$ cat src/rtl/lsb_mem_port.sv
// Responder for LSB load/store requests: serialises 1/2/4-byte accesses onto a byte-wide RAM bus.
// Optional `MEMCTRL_IO_STALL_EN holds IO-region stores in IO_WAIT while io_buffer_full is set.
module lsb_mem_port #(
   parameter int         ROB_W  = 32,
   parameter logic [1:0] IO_SEL = 2'b11
) (
   input  logic             clk,
   input  logic             rst,
   input  logic             rdy,
   input  logic             lsb_req_flag,
   input  logic [1:0]       lsb_req_width,
   input  logic             lsb_req_type,
   input  logic [31:0]      lsb_req_addr,
   input  logic [31:0]      lsb_req_data,
   input  logic [ROB_W-1:0] lsb_req_rob_id,
   input  logic             jump_wrong_stall,
   input  logic             io_buffer_full,
   output logic             lsb_done_flag,
   output logic             ld_cdb_flag,
   output logic [ROB_W-1:0] ld_cdb_rob_id,
   output logic [31:0]      ld_cdb_val,
   output logic [31:0]      mem_a,
   output logic [7:0]       mem_dout,
   output logic             mem_wr,
   input  logic [7:0]       mem_din
);

`ifdef MEMCTRL_IO_STALL_EN
   localparam logic IO_STALL_EN = 1'b1;
`else
   localparam logic IO_STALL_EN = 1'b0;
`endif

   typedef enum logic [1:0] {IDLE = 2'd0, IO_WAIT = 2'd1, LOAD = 2'd2, STORE = 2'd3} state_t;

   state_t           state_r, state_s;
   logic [31:0]      addr_r, addr_s, data_r, data_s, val_r, val_s;
   logic [2:0]       n_r, n_s, cnt_r, cnt_s, width_n_s;
   logic [ROB_W-1:0] rob_r, rob_s, cdb_rob_s;
   logic             flush_r, flush_s;
   logic             done_s, cdb_s, mem_wr_s;
   logic [31:0]      cdb_val_s, mem_a_s;
   logic [7:0]       mem_dout_s;
   logic             accept_s, io_stall_s, flush_now_s;
   logic [31:0]      data_shift_s, ld_merge_s, next_addr_s;

   // cnt_r counts edges since acceptance; a request seen during a done pulse is a stale repeat
   assign accept_s     = (state_r == IDLE) && lsb_req_flag && !lsb_done_flag;
   assign io_stall_s   = IO_STALL_EN && lsb_req_type && (lsb_req_addr[17:16] == IO_SEL);
   assign flush_now_s  = flush_r | jump_wrong_stall;
   assign data_shift_s = data_r >> {cnt_r, 3'b000};
   assign ld_merge_s   = val_r | ({24'd0, mem_din} << {cnt_r - 3'd2, 3'b000});
   assign next_addr_s  = addr_r + {29'd0, cnt_r};

   // Byte count for the requested width (reserved 10 behaves as word)
   always_comb begin
      case (lsb_req_width)
         2'b00:   width_n_s = 3'd1;
         2'b01:   width_n_s = 3'd2;
         default: width_n_s = 3'd4;
      endcase
   end

   // State register
   always_ff @(posedge clk) begin
      if (!rst) begin
         state_r <= IDLE;
      end else if (rdy) begin
         state_r <= state_s;
      end
   end

   // Next-state logic
   always_comb begin
      state_s = state_r;
      case (state_r)
         IDLE: begin
            if (!accept_s)          state_s = IDLE;
            else if (!lsb_req_type) state_s = LOAD;
            else if (io_stall_s)    state_s = IO_WAIT;
            else                    state_s = STORE;
         end
         IO_WAIT: begin
            if (!io_buffer_full) state_s = STORE;
            else                 state_s = IO_WAIT;
         end
         LOAD: begin
            if (cnt_r == n_r + 3'd1) state_s = IDLE;
            else                     state_s = LOAD;
         end
         STORE: begin
            if (cnt_r == n_r) state_s = IDLE;
            else              state_s = STORE;
         end
         default: state_s = IDLE;
      endcase
   end

   // Output / datapath next values
   always_comb begin
      addr_s     = addr_r;
      data_s     = data_r;
      n_s        = n_r;
      cnt_s      = cnt_r;
      rob_s      = rob_r;
      flush_s    = flush_r;
      val_s      = val_r;
      done_s     = 1'b0;
      cdb_s      = 1'b0;
      cdb_rob_s  = ld_cdb_rob_id;
      cdb_val_s  = ld_cdb_val;
      mem_a_s    = mem_a;
      mem_dout_s = mem_dout;
      mem_wr_s   = mem_wr;
      case (state_r)
         IDLE: begin
            mem_wr_s = 1'b0;
            if (accept_s) begin
               addr_s  = lsb_req_addr;
               data_s  = lsb_req_data;
               rob_s   = lsb_req_rob_id;
               n_s     = width_n_s;
               cnt_s   = 3'd1;
               flush_s = 1'b0;
               val_s   = 32'd0;
               mem_a_s = lsb_req_addr;
               if (lsb_req_type && !io_stall_s) begin
                  mem_wr_s   = 1'b1;
                  mem_dout_s = lsb_req_data[7:0];
               end else begin
                  mem_wr_s   = 1'b0;
               end
            end else begin
               cnt_s = cnt_r;
            end
         end
         IO_WAIT: begin
            if (!io_buffer_full) begin
               mem_wr_s   = 1'b1;
               mem_dout_s = data_r[7:0];
               cnt_s      = 3'd1;
            end else begin
               mem_wr_s   = 1'b0;
            end
         end
         LOAD: begin
            mem_wr_s = 1'b0;
            flush_s  = flush_now_s;
            cnt_s    = cnt_r + 3'd1;
            if (cnt_r < n_r) mem_a_s = next_addr_s;
            else             mem_a_s = mem_a;
            if (cnt_r >= 3'd2) val_s = ld_merge_s;
            else               val_s = val_r;
            // Last byte arrives on the done edge, so the result merges mem_din directly
            if (cnt_r == n_r + 3'd1) begin
               done_s    = 1'b1;
               cdb_s     = !flush_now_s;
               cdb_rob_s = rob_r;
               cdb_val_s = ld_merge_s;
            end else begin
               done_s    = 1'b0;
            end
         end
         STORE: begin
            cnt_s = cnt_r + 3'd1;
            if (cnt_r < n_r) begin
               mem_a_s    = next_addr_s;
               mem_dout_s = data_shift_s[7:0];
               mem_wr_s   = 1'b1;
            end else begin
               mem_wr_s   = 1'b0;
               done_s     = 1'b1;
            end
         end
         default: mem_wr_s = 1'b0;
      endcase
   end

   // Datapath and output registers
   always_ff @(posedge clk) begin
      if (!rst) begin
         addr_r        <= 32'd0;
         data_r        <= 32'd0;
         val_r         <= 32'd0;
         n_r           <= 3'd0;
         cnt_r         <= 3'd0;
         rob_r         <= '0;
         flush_r       <= 1'b0;
         lsb_done_flag <= 1'b0;
         ld_cdb_flag   <= 1'b0;
         ld_cdb_rob_id <= '0;
         ld_cdb_val    <= 32'd0;
         mem_a         <= 32'd0;
         mem_dout      <= 8'd0;
         mem_wr        <= 1'b0;
      end else if (rdy) begin
         addr_r        <= addr_s;
         data_r        <= data_s;
         val_r         <= val_s;
         n_r           <= n_s;
         cnt_r         <= cnt_s;
         rob_r         <= rob_s;
         flush_r       <= flush_s;
         lsb_done_flag <= done_s;
         ld_cdb_flag   <= cdb_s;
         ld_cdb_rob_id <= cdb_rob_s;
         ld_cdb_val    <= cdb_val_s;
         mem_a         <= mem_a_s;
         mem_dout      <= mem_dout_s;
         mem_wr        <= mem_wr_s;
      end
   end

endmodule

$ cat config.mk
export PLATFORM = sky130hd
export DESIGN_NAME = lsb_mem_port
export DESIGN_NICKNAME = d
export VERILOG_FILES = /design/src/rtl/lsb_mem_port.sv
export SDC_FILE = /design/constraint.sdc
export NUM_CORES = 1
export LEC_CHECK = 0
export ABC_AREA = 1
export ABC_CLOCK_PERIOD_IN_PS = 3300
export CORE_ASPECT_RATIO = 0.8
export CORE_MARGIN = 2
export CORE_UTILIZATION = 52
export DETAILED_ROUTE_END_ITERATION = 7
export GPL_TIMING_DRIVEN = 0
export PLACE_DENSITY = 0.89
export SYNTH_ARGS = -nofsm -noshare
export SYNTH_HDL_FRONTEND = slang
export SYNTH_SLANG_ARGS = --single-unit
$ cat constraint.sdc
create_clock -name clk -period 3.3 [get_ports clk]
set_clock_uncertainty 0.15 [all_clocks]
set_input_delay 0.66 -clock clk [delete_from_list [all_inputs] [get_ports clk]]
set_output_delay 0.66 -clock clk [all_outputs]
set_load 0.02 [all_outputs]
==> results.rst <==
.. list-table::
   :header-rows: 1

   * - Metric
     - Value
   * - Run status
     - finished clean
   * - Data required time of the critical path
     - 3.54 ns
   * - Sum of negative setup slack
     - 0 ns
   * - Fin crit period
     - 2.97 ns
   * - Final global-route overflow total
     - 0
   * - Crit-path cells
     - clkbuf_1 -> clkinv_1 -> buf_2 -> ha_1 -> nor2_1 -> nand3_2 -> inv_4 -> buf_6 -> buf_4 -> a21oi_1
   * - Via count
     - 11700
   * - Clock latency of the later-clocked register in the worst-skew pair
     - 0.53 ns
   * - Total clock buffers created by CTS
     - 25
   * - Element type at the critical path start
     - register
   * - Synth-to-layout area growth
     - 30.3%
   * - Warnings from Yosys
     - 0
   * - Standard cell with the maximum stage delay on the critical path
     - sky130_fd_sc_hd__dfxtp_1
   * - Final hold violations
     - 0
   * - Largest stage delay, worst path
     - 0.39 ns
   * - Count of max-cap constraint violations
     - 0
   * - Fraction of final layout cells with drive strength greater than 1
     - 5.65%
   * - Global-route wire length before repair
     - 55800 um
   * - Peak supply drop
     - 388 uV
   * - Mapped Area
     - 10800 um^2
   * - Buffers added on ports
     - 219
   * - Final instance area
     - 14000 um^2
   * - Total detailed-routing wirelength
     - 37000 um
   * - Dpl cell area
     - 13300 um^2
   * - Total area of multi-input combinational cells
     - 5050 um^2
   * - Commonest cells after routing, fill and taps aside
     - sky130_fd_sc_hd__nand2_1 (437), sky130_fd_sc_hd__a21oi_1 (284), sky130_fd_sc_hd__dfxtp_1 (244)
   * - Ratio of routed vias to standard cells
     - 5.66
   * - Post-detailed-route wirelength per cell
     - 17.9 um
   * - Core footprint
     - 20500 um^2
   * - Number of H-tree levels
     - 1
   * - RSZ-0062 raised after global routing
     - false
   * - Maximum buffer depth of the clock tree
     - 3
   * - Post-cts sizing count
     - 0
   * - Horizontal extent of the die
     - 165 um
   * - Number of hold buffers added after cts
     - 0
   * - Count of TritonRoute iterations in the first routing pass
     - 5
   * - Crit Path Category
     - register to register
   * - Number of clock sinks seen by CTS
     - 244
   * - Floorplan die height
     - 133 um
   * - Residual DRC
     - 0
   * - Arrival time worst endpoint
     - 3.21 ns
   * - Pwr Density
     - 496 nW/um^2
   * - N_diodes
     - 0
   * - Flop2flop setup slack
     - 0.33 ns
   * - DP Wirelength
     - 27200 um
   * - Storage element area
     - 4880 um^2
   * - Synthesized netlist cell count
     - 1546
   * - Initial detailed-routing violation count
     - 1391
   * - Clock Pin Slew Worst Setup and Hold Paths
     - 0.07 ns
   * - Class of the tightest hold or removal check
     - register to register
   * - Peak fanout along the critical path
     - 10
   * - Unique masters post-synth
     - 33
   * - Floorplan die area
     - 21900 um^2
   * - Maximum number of pins on one net before global-route repair
     - 14
   * - Placer congestion estimate
     - 1.04
   * - Maximum operating frequency
     - 337 MHz
   * - Slew at the pin closest to its max-slew limit
     - 0.858 ns
   * - Overall track demand over capacity in global routing
     - 32.4%
   * - Share of the cycle needed by the critical path after routing
     - 90.0%
   * - Relative slew slack
     - 42.8%
   * - Initial standard-cell utilization of the core
     - 52.5%
   * - Reported leakage power
     - 0.00518 uW
   * - Max Transition Viols Final
     - 0
   * - Leading cell type in the layout, fill and taps excluded
     - sky130_fd_sc_hd__nand2_1
   * - Capturing element type of the critical path
     - register
   * - Cell chosen for the clock root
     - sky130_fd_sc_hd__clkbuf_16
   * - Number of global-route vias before repair
     - 10800
   * - Antenna violations before repair
     - 0
   * - Buffers inserted during post-CTS setup optimization
     - 0
   * - Layout Nets
     - 1915
   * - Detail Route Antenna Nets
     - 0
   * - Sequential cell area fraction in the yosys report
     - 45.4%
   * - Register bit total from synthesis
     - 244
   * - Post-Synthesis Net Count
     - 1669
   * - Average instance area after synthesis
     - 6.96 um^2
   * - Cell Rows
     - 47
   * - Final number of setup-violating endpoints
     - 0
   * - CTS tree
     - done
   * - Fillers
     - 1703
   * - Top-level port count
     - 220
power breakdown:
| group | total, uW | internal, uW | switching [uW] |
|---|---|---|---|
| Combinational | 1150 | 445 | 708 |
| Clock | 2630 | 1470 | 1150 |
| Sequential | 3180 | 3090 | 95.7 |
| Total | 6960 | 5000 | 1960 |
worst max-delay path: cells and delay by family, from the launching register on:
kind	cells	cell delay (ns)
and+or+nand+nor	2	0.44
buffers and inverters	6	1.44
AOI/OAI and AO/OA	1	0.09
adders and majority gates	1	0.32
DFF	1	0.39
synthesized netlist by cell type, drive strengths merged:
| master | number | area, um^2 |
|---|---|---|
| nand2 | 442 | 1670 |
| nor3 | 4 | 25.0 |
| a21oi | 284 | 1420 |
| nor2 | 154 | 608 |
| o31ai | 1 | 7.51 |
| a22oi | 1 | 7.51 |
| dfxtp | 244 | 4880 |
| clkbuf | 54 | 203 |
| a211oi | 3 | 22.5 |
| xor2 | 8 | 70.1 |
| o21ai | 120 | 601 |
| clkinv | 2 | 7.51 |
| xnor2 | 2 | 17.5 |
| ha | 9 | 113 |
| inv | 86 | 325 |
| buf | 44 | 294 |
| or2 | 1 | 6.26 |
| fa | 1 | 20.0 |
| nor3b | 1 | 7.51 |
| o211ai | 2 | 15.0 |
| nand3 | 81 | 410 |
| nand4 | 2 | 27.5 |
stage by stage:
step	setup slack (ns)	total power, uW	std cells	util, %	hold slack (ns)
6_report	0.331	6960	2074	68.3	0.304
5_1_grt	0.163	7170	2074	68.3	0.317
4_1_cts	0.368	6930	2074	68.3	0.300
3_5_place_dp	0.225	4360	2034	64.8	0.302
3_3_place_gp	0.255	4340	2034	64.8	0.294
2_1_floorplan	1.05	3850	1546	-	0.280
sequential cells by signal, summed over array words and instances (netlist names):
signal	flops
mem_dout	8
rob_r	32
addr_r	32
mem_wr	1
data_r	32
flush_r	1
state_r	2
ld_cdb_flag	1
lsb_done_flag	1
n_r	3
val_r	32
cnt_r	3
ld_cdb_val	32
ld_cdb_rob_id	32
mem_a	32
final cells by class:
type | count | share of cell area, %
clock inverter | 4 | 0.178
inverter | 88 | 2.37
multi-input combinational | 1116 | 36.0
timing repair buffer | 219 | 15.6
tap | 269 | 2.40
clock buffer | 36 | 5.04
sequential | 244 | 34.8
buffer | 98 | 3.54
final timing paths:
| check | endpoint | depth (start not counted) | from |
|---|---|---|---|
| worst min register to register | ld_cdb_rob_id[30] | 2 | rob_r[30] |
| worst min-delay path | ld_cdb_rob_id[30] | 2 | rob_r[30] |
| worst max register to register | ld_cdb_val[21] | 10 | cnt_r[0] |
| worst max-delay path | ld_cdb_val[21] | 10 | cnt_r[0] |
layer usage:
| layer | global-route usage, % | share of wire (%) |
|---|---|---|
| met1 | 45.6 | 42 |
| met2 | 49.3 | 43 |
| met3 | 7.59 | 12 |
| met4 | 10.0 | 2.9 |
| met5 | 0 | 0 |
cells by family (layout without fill, tap and decap cells):
logic type / Yosys count / after routing / synth area share, %
AND/OR/NAND/NOR: 685 / 685 / 25.6
AO/OA/AOI/OAI: 411 / 411 / 19.3
flip-flops: 244 / 244 / 45.4
buffers and inverters: 186 / 445 / 7.71
adder cells (fa/ha/maj): 10 / 10 / 1.23
XOR/XNOR: 10 / 10 / 0.814
(Power assumes the default switching activity.)
